<file path="config.mk">
export PLATFORM = sky130hd
export DESIGN_NAME = matmul_sequencer
export DESIGN_NICKNAME = d
export VERILOG_FILES = /design/src/rtl/matmul_pkg.sv /design/src/rtl/mac_tag_pipe.sv /design/src/rtl/matmul_sequencer.sv
export SDC_FILE = /design/constraint.sdc
export NUM_CORES = 1
export LEC_CHECK = 0
export BUFFER_PORTS_ARGS = -buffer_cell sky130_fd_sc_hd__buf_4
export CAP_MARGIN = 20
export CORE_AREA = 2 2 68 76
export DETAILED_ROUTE_END_ITERATION = 16
export DIE_AREA = 0 0 70 78
export PLACE_DENSITY_LB_ADDON = 0.15
export SETUP_SLACK_MARGIN = 0.02
export SLEW_MARGIN = 20
export SYNTH_ARGS = -nofsm -noshare
export SYNTH_HDL_FRONTEND = slang
export SYNTH_SLANG_ARGS = --single-unit
export TNS_END_PERCENT = 100
</file>
<file path="constraint.sdc">
create_clock -name clk -period 3.3 [get_ports clk]
set_clock_uncertainty 0.15 [all_clocks]
set_input_delay 0.66 -clock clk [delete_from_list [all_inputs] [get_ports clk]]
set_output_delay 0.66 -clock clk [all_outputs]
set_load 0.03 [all_outputs]
</file>
<file path="src/rtl/matmul_pkg.sv">
// Shared types and width helpers for the NxN matrix-multiply sequencer.
package matmul_pkg;

    typedef enum logic [2:0] {IDLE, LOAD, CALC, FLUSH, DRAIN, DONE} state_t;

    localparam int DEF_N       = 3;
    localparam int DEF_MAC_LAT = 2;

    // $clog2 returns 0 for 1; every bus needs at least one bit.
    function automatic int clog2_min1(input int value);
        int w = $clog2(value);
        return (w < 1) ? 1 : w;
    endfunction

    function automatic int addr_width(input int n);
        return clog2_min1(2 * n * n);
    endfunction

    function automatic int res_width(input int n);
        return clog2_min1(n * n);
    endfunction

    function automatic int idx_width(input int n);
        return clog2_min1(n);
    endfunction

endpackage

</file>
<file path="src/rtl/mac_tag_pipe.sv">
// Valid/address shift register that tracks MAC results in flight; the tail
// marks the cycle a finished C element leaves the MAC.
module mac_tag_pipe #(
    parameter int DEPTH = 2,
    parameter int AW    = 4
) (
    input  logic          clk,
    input  logic          reset,
    input  logic          push_valid,
    input  logic [AW-1:0] push_addr,
    output logic          tail_valid,
    output logic [AW-1:0] tail_addr,
    output logic          pending
);

    logic [DEPTH-1:0]         valid_reg;
    logic [DEPTH-1:0]         valid_next;
    logic [DEPTH-1:0][AW-1:0] addr_reg;
    logic [DEPTH-1:0][AW-1:0] addr_next;

    genvar gi;
    generate
        for (gi = 0; gi < DEPTH; gi++) begin : g_stage
            if (gi == 0) begin : g_head
                assign valid_next[gi] = push_valid;
                assign addr_next[gi]  = push_addr;
            end else begin : g_body
                assign valid_next[gi] = valid_reg[gi-1];
                assign addr_next[gi]  = addr_reg[gi-1];
            end
        end
    endgenerate

    always_ff @(posedge clk or posedge reset) begin
        if (reset) begin
            valid_reg <= '0;
            addr_reg  <= '0;
        end else begin
            valid_reg <= valid_next;
            addr_reg  <= addr_next;
        end
    end

    assign tail_valid = valid_reg[DEPTH-1];
    assign tail_addr  = addr_reg[DEPTH-1];

    // Anything still ahead of the tail means the pipe is not empty after this edge.
    generate
        if (DEPTH > 1) begin : g_pending
            assign pending = |valid_reg[DEPTH-2:0];
        end else begin : g_no_pending
            assign pending = 1'b0;
        end
    endgenerate

endmodule

</file>
<file path="src/rtl/matmul_sequencer.sv">
// Loop-counter sequencer for the NxN matmul datapath: loads A and B, issues
// N^3 MACs, waits out the MAC pipe, then streams C through the output mux.
module matmul_sequencer
    import matmul_pkg::*;
#(
    parameter int N       = DEF_N,
    parameter int MAC_LAT = DEF_MAC_LAT,
    parameter int ADDR_W  = addr_width(N),
    parameter int RES_W   = res_width(N)
) (
    input  logic              clk,
    input  logic              reset,
    input  logic              start,
    input  logic              in_valid,
    input  logic              stall,
    output logic              ld_en,
    output logic [ADDR_W-1:0] ld_addr,
    output logic [ADDR_W-1:0] rd_a_addr,
    output logic [ADDR_W-1:0] rd_b_addr,
    output logic              mac_en,
    output logic              mac_clr,
    output logic              res_we,
    output logic [RES_W-1:0]  res_addr,
    output logic [RES_W-1:0]  out_sel,
    output logic              out_valid,
    output logic              busy,
    output logic              done
);

    localparam int                IDX_W    = idx_width(N);
    localparam logic [IDX_W-1:0]  IDX_LAST = IDX_W'(N - 1);
    localparam logic [ADDR_W-1:0] LD_LAST  = ADDR_W'(2 * N * N - 1);
    localparam logic [ADDR_W-1:0] N_A      = ADDR_W'(N);
    localparam logic [ADDR_W-1:0] NN_A     = ADDR_W'(N * N);
    localparam logic [RES_W-1:0]  N_R      = RES_W'(N);
    localparam logic [RES_W-1:0]  OUT_LAST = RES_W'(N * N - 1);

    state_t             state_reg, state_next;
    logic [ADDR_W-1:0]  ld_cnt_reg, ld_cnt_next;
    logic [IDX_W-1:0]   i_reg, i_next;
    logic [IDX_W-1:0]   j_reg, j_next;
    logic [IDX_W-1:0]   k_reg, k_next;
    logic [RES_W-1:0]   out_cnt_reg, out_cnt_next;

    logic [RES_W-1:0]   elem_idx;
    logic               push_valid;
    logic [RES_W-1:0]   push_addr;
    logic               pending;

    always_ff @(posedge clk or posedge reset) begin
        if (reset) begin
            state_reg   <= IDLE;
            ld_cnt_reg  <= '0;
            i_reg       <= '0;
            j_reg       <= '0;
            k_reg       <= '0;
            out_cnt_reg <= '0;
        end else begin
            state_reg   <= state_next;
            ld_cnt_reg  <= ld_cnt_next;
            i_reg       <= i_next;
            j_reg       <= j_next;
            k_reg       <= k_next;
            out_cnt_reg <= out_cnt_next;
        end
    end

    always_comb begin
        state_next   = state_reg;
        ld_cnt_next  = ld_cnt_reg;
        i_next       = i_reg;
        j_next       = j_reg;
        k_next       = k_reg;
        out_cnt_next = out_cnt_reg;
        ld_en        = 1'b0;
        ld_addr      = '0;
        rd_a_addr    = '0;
        rd_b_addr    = '0;
        mac_en       = 1'b0;
        mac_clr      = 1'b0;
        out_sel      = '0;
        out_valid    = 1'b0;
        done         = 1'b0;
        busy         = (state_reg != IDLE);

        case (state_reg)
            IDLE: begin
                if (start) begin
                    state_next  = LOAD;
                    ld_cnt_next = '0;
                end
            end
            LOAD: begin
                ld_addr = ld_cnt_reg;
                if (in_valid) begin
                    ld_en       = 1'b1;
                    ld_cnt_next = ld_cnt_reg + ADDR_W'(1);
                    if (ld_cnt_reg == LD_LAST) begin
                        state_next = CALC;
                        i_next     = '0;
                        j_next     = '0;
                        k_next     = '0;
                    end
                end
            end
            CALC: begin
                // Addresses stay on the current (i,j,k) through a stall.
                rd_a_addr = ADDR_W'(i_reg) * N_A + ADDR_W'(k_reg);
                rd_b_addr = NN_A + ADDR_W'(k_reg) * N_A + ADDR_W'(j_reg);
                if (!stall) begin
                    mac_en  = 1'b1;
                    mac_clr = (k_reg == '0);
                    if (k_reg == IDX_LAST) begin
                        k_next = '0;
                        if (j_reg == IDX_LAST) begin
                            j_next = '0;
                            if (i_reg == IDX_LAST) begin
                                i_next     = '0;
                                state_next = FLUSH;
                            end else begin
                                i_next = i_reg + IDX_W'(1);
                            end
                        end else begin
                            j_next = j_reg + IDX_W'(1);
                        end
                    end else begin
                        k_next = k_reg + IDX_W'(1);
                    end
                end
            end
            FLUSH: begin
                if (!pending) begin
                    state_next   = DRAIN;
                    out_cnt_next = '0;
                end
            end
            DRAIN: begin
                out_valid    = 1'b1;
                out_sel      = out_cnt_reg;
                out_cnt_next = out_cnt_reg + RES_W'(1);
                if (out_cnt_reg == OUT_LAST) begin
                    state_next = DONE;
                end
            end
            DONE: begin
                done       = 1'b1;
                state_next = IDLE;
            end
            default: state_next = IDLE;
        endcase
    end

    // A C element is complete once its k==N-1 product has been issued.
    assign elem_idx   = RES_W'(i_reg) * N_R + RES_W'(j_reg);
    assign push_valid = mac_en & (k_reg == IDX_LAST);
    assign push_addr  = push_valid ? elem_idx : '0;

    mac_tag_pipe #(
        .DEPTH (MAC_LAT),
        .AW    (RES_W)
    ) u_tag_pipe (
        .clk        (clk),
        .reset      (reset),
        .push_valid (push_valid),
        .push_addr  (push_addr),
        .tail_valid (res_we),
        .tail_addr  (res_addr),
        .pending    (pending)
    );

endmodule
</file>
==> results.cfg <==
[outcome]
outcome = complete, no violations

[critical_path]
crit_required_ns = 2.49
path_common_cell = fa_1
r2r-end = i_reg[1]$_DFFE_PP0P_
critical_path_class = reg2out
crit_chain = fa_1 -> fa_2 -> fa_1 -> and2_1 -> buf_4
r2r_start = k_reg[0]$_DFFE_PP0P_
r2r_slack_ns = 1.13
path_delay_family = adder cells
crit_path_end_kind = output pin
crit_path_max_fanout = 2
slowest_stage = fa_1
worstRegToRegCells = 6
cp-start-kind = flip-flop
arrival_ns = 2.39
max_stage_delay_ns = 0.54
worst-path-buf-inv = 1

[logic_synthesis]
synthArstFlopShare_pct = 100
synth_edf_count = 0
yosysMostFrequentCell = dfrtp_1
synthMuxAreaShare_pct = 0.555
synth_top_area_cell = dfrtp_1
synthXorXnorAreaFrac_pct = 0
ys_warn_count = 0
yosys.area_share.simple_pct = 22.9
synth_top_family_by_area = simple AND/OR/NAND/NOR gates
syn_area_um2 = 1800
synth_flop_cell = dfrtp_1
synth_top_area_share_pct = 38.8
ys_top_cells_by_count = dfrtp_1 (28), ha_1 (17), inv_1 (16), and2_1 (11)
netlist_instances = 174
ys_seq_area_share_pct = 38.8
synth_nets = 203
yosys.area_share.adder_pct = 19.6
synth_seq_cells = 28
synth_area_leaders = dfrtp_1 (39%), ha_1 (12%), fa_1 (7.8%)
synth_compound_gate_area_share_pct = 12.4
ys_types = 45
syn_area_per_cell_um2 = 10.4

[power]
ir_worst_vdd_mv = 0.204
power_mw = 1.08
p_leak_nw = 1.17
power_density_nw_per_um2 = 491

[global_route]
antenna_found_initial = 0
overflow = 0
grt_pass1_vias = 1443
grt_pass1_wl_um = 6870
grt_usage_pct = 15.3
grt_max_degree = 29

[timing]
tightest_slew_ns = 0.497
max_slew_margin_pct = 66.4
hold_violations = 0
fmax_mhz = 312
period_needed_ns = 3.20
finalCritPeriodShare_pct = 97.0
rsz0062_at_grt = no
setup_slack_ns = 0.0980
whs_ns = 0.205
slew_violations = 0
setup_tns_ns = 0
setup_viol_count_final = 0

[die]
design.die.area_um2 = 5460
coreArea_um2 = 4620
die_h_um = 78
start_util_pct = 39.1
io_pins = 35
rows = 26
die_x_um = 70

[layout]
postLayoutCellArea_um2 = 2200
postLayoutCoreUtil_pct = 47.7
largest_reg_flops = 5
diodes = 0
fin_cells = 266
fin_nets = 240
area_delta_synth_final_pct = 22.1
drive_gt1_share_pct = 24.8
fill_cells = 452

[min_path]
worstHoldPathType = reg2reg
worstHoldEndpoint = u_tag_pipe.tail_addr[0]$_DFF_PP0_
worstHoldStart = u_tag_pipe.addr_next[4]$_DFF_PP0_
holdPathStages = 0

[clock_network]
root_buffer = clkbuf_8
hold_buffers = 0
cts_tree = done
clock_sinks = 28
clockBufferDepth = 2
cts_buffers = 3
clock_latency_ns = 0.27
htreeDepth = 1
clk_pin_slew_ns = 0.09

[routing]
dr.pass1.iters = 4
route.detailed.drc = 0
ant_nets = 0
drtIter0Drc = 94
routed_wirelength_um = 3970
vias = 1402
wl_per_cell_um = 14.9
viasPerCell = 5.27

[place]
gp_congestion = 0.783
placement.io_buffers = 33
placed_cell_area_um2 = 2110
dp_hpwl_um = 2930
placed_cells = 260
dp_slack_ns = 0.284

[job]
cap_violations = 0
-- power breakdown --
group	leakage, nW	internal, mW	total [mW]	switching [mW]
logic	0.754	0.150	0.377	0.227
registers	0.375	0.382	0.439	0.0572
clock network	0.0357	0.162	0.266	0.104
total	1.17	0.694	1.08	0.388
-- layout by cell type, fill, tap and decap left out, drive strengths merged, types with 2 or more instances in the layout --
cell	netlist	final
buf	4	39
dfrtp	28	28
ha	17	17
inv	16	16
and2	11	11
and3	10	10
nor2	10	10
o21ai	8	8
fa	7	7
a21oi	5	5
nand2	5	5
nor3b	5	5
nand2b	4	4
nor2b	4	4
a21o	3	3
a211oi	3	3
clkbuf	3	3
or4	2	2
a211o	2	2
a221o	2	2
o31ai	2	2
nor3	2	2
nand3	2	2
or3b	2	2
o31a	2	2
-- worst max path at each step --
stage                         start            to  slack, ns  cells after the start
2_1_floorplan  k_reg[1]$_DFFE_PP0P_  rd_b_addr[3]       0.30                      4
3_3_place_gp   j_reg[1]$_DFFE_PP0P_  rd_b_addr[2]       0.34                      5
3_5_place_dp   j_reg[1]$_DFFE_PP0P_  rd_b_addr[2]       0.28                      5
4_1_cts        j_reg[1]$_DFFE_PP0P_  rd_b_addr[2]       0.04                      5
5_1_grt        k_reg[0]$_DFFE_PP0P_  rd_b_addr[2]       0.02                      5
6_report       k_reg[0]$_DFFE_PP0P_  rd_b_addr[2]        0.1                      5
-- area by class of cell --
class | instances | area (um^2) | area share (%)
Clock inverter | 1 | 30.0 | 1.36
Sequential cell | 28 | 703 | 31.9
Tap cell | 56 | 70.1 | 3.18
Multi-Input combinational cell | 123 | 1010 | 45.7
Inverter | 16 | 60.1 | 2.73
Clock buffer | 3 | 41.3 | 1.87
Timing Repair Buffer | 39 | 293 | 13.3
-- timing repair --
item                                    CTS  global route
buffers inserted                          2             0
endpoints found under the setup margin    1             1
cloned                                    0             0
resized for setup                         2             1
pin swaps                                 0             1
-- worst reg2reg max path, delay by kind of cell (launching register included) --
kind / cells / cell delay (ns)
and+or+nand+nor: 2 / 0.78
DFF: 1 / 0.44
buffers and inverters: 2 / 0.26
AOI/OAI and AO/OA: 1 / 0.26
adders and majority gates: 1 / 0.19
-- per-layer routing --
metal  part of all wire, %  vias to the layer above  wire length [um]  track usage (%)
met5                     0                        -                 0                0
met4                  0.81                        0                32             4.04
met3                   3.3                        4               130             2.08
met2                    53                       25              2120             28.0
met1                    42                      700              1680             18.9
li1                      -                      673                 -                -
-- cells by family (layout without fill, tap and decap cells) --
| kind of cell | after synthesis | after routing |
|---|---|---|
| simple gates | 66 | 66 |
| compound gates | 31 | 31 |
| flops | 28 | 28 |
| fa+ha+maj | 24 | 24 |
| buf+inv | 23 | 59 |
| other cells | 1 | 1 |
| mux | 1 | 1 |
(Power assumes the default switching activity.)
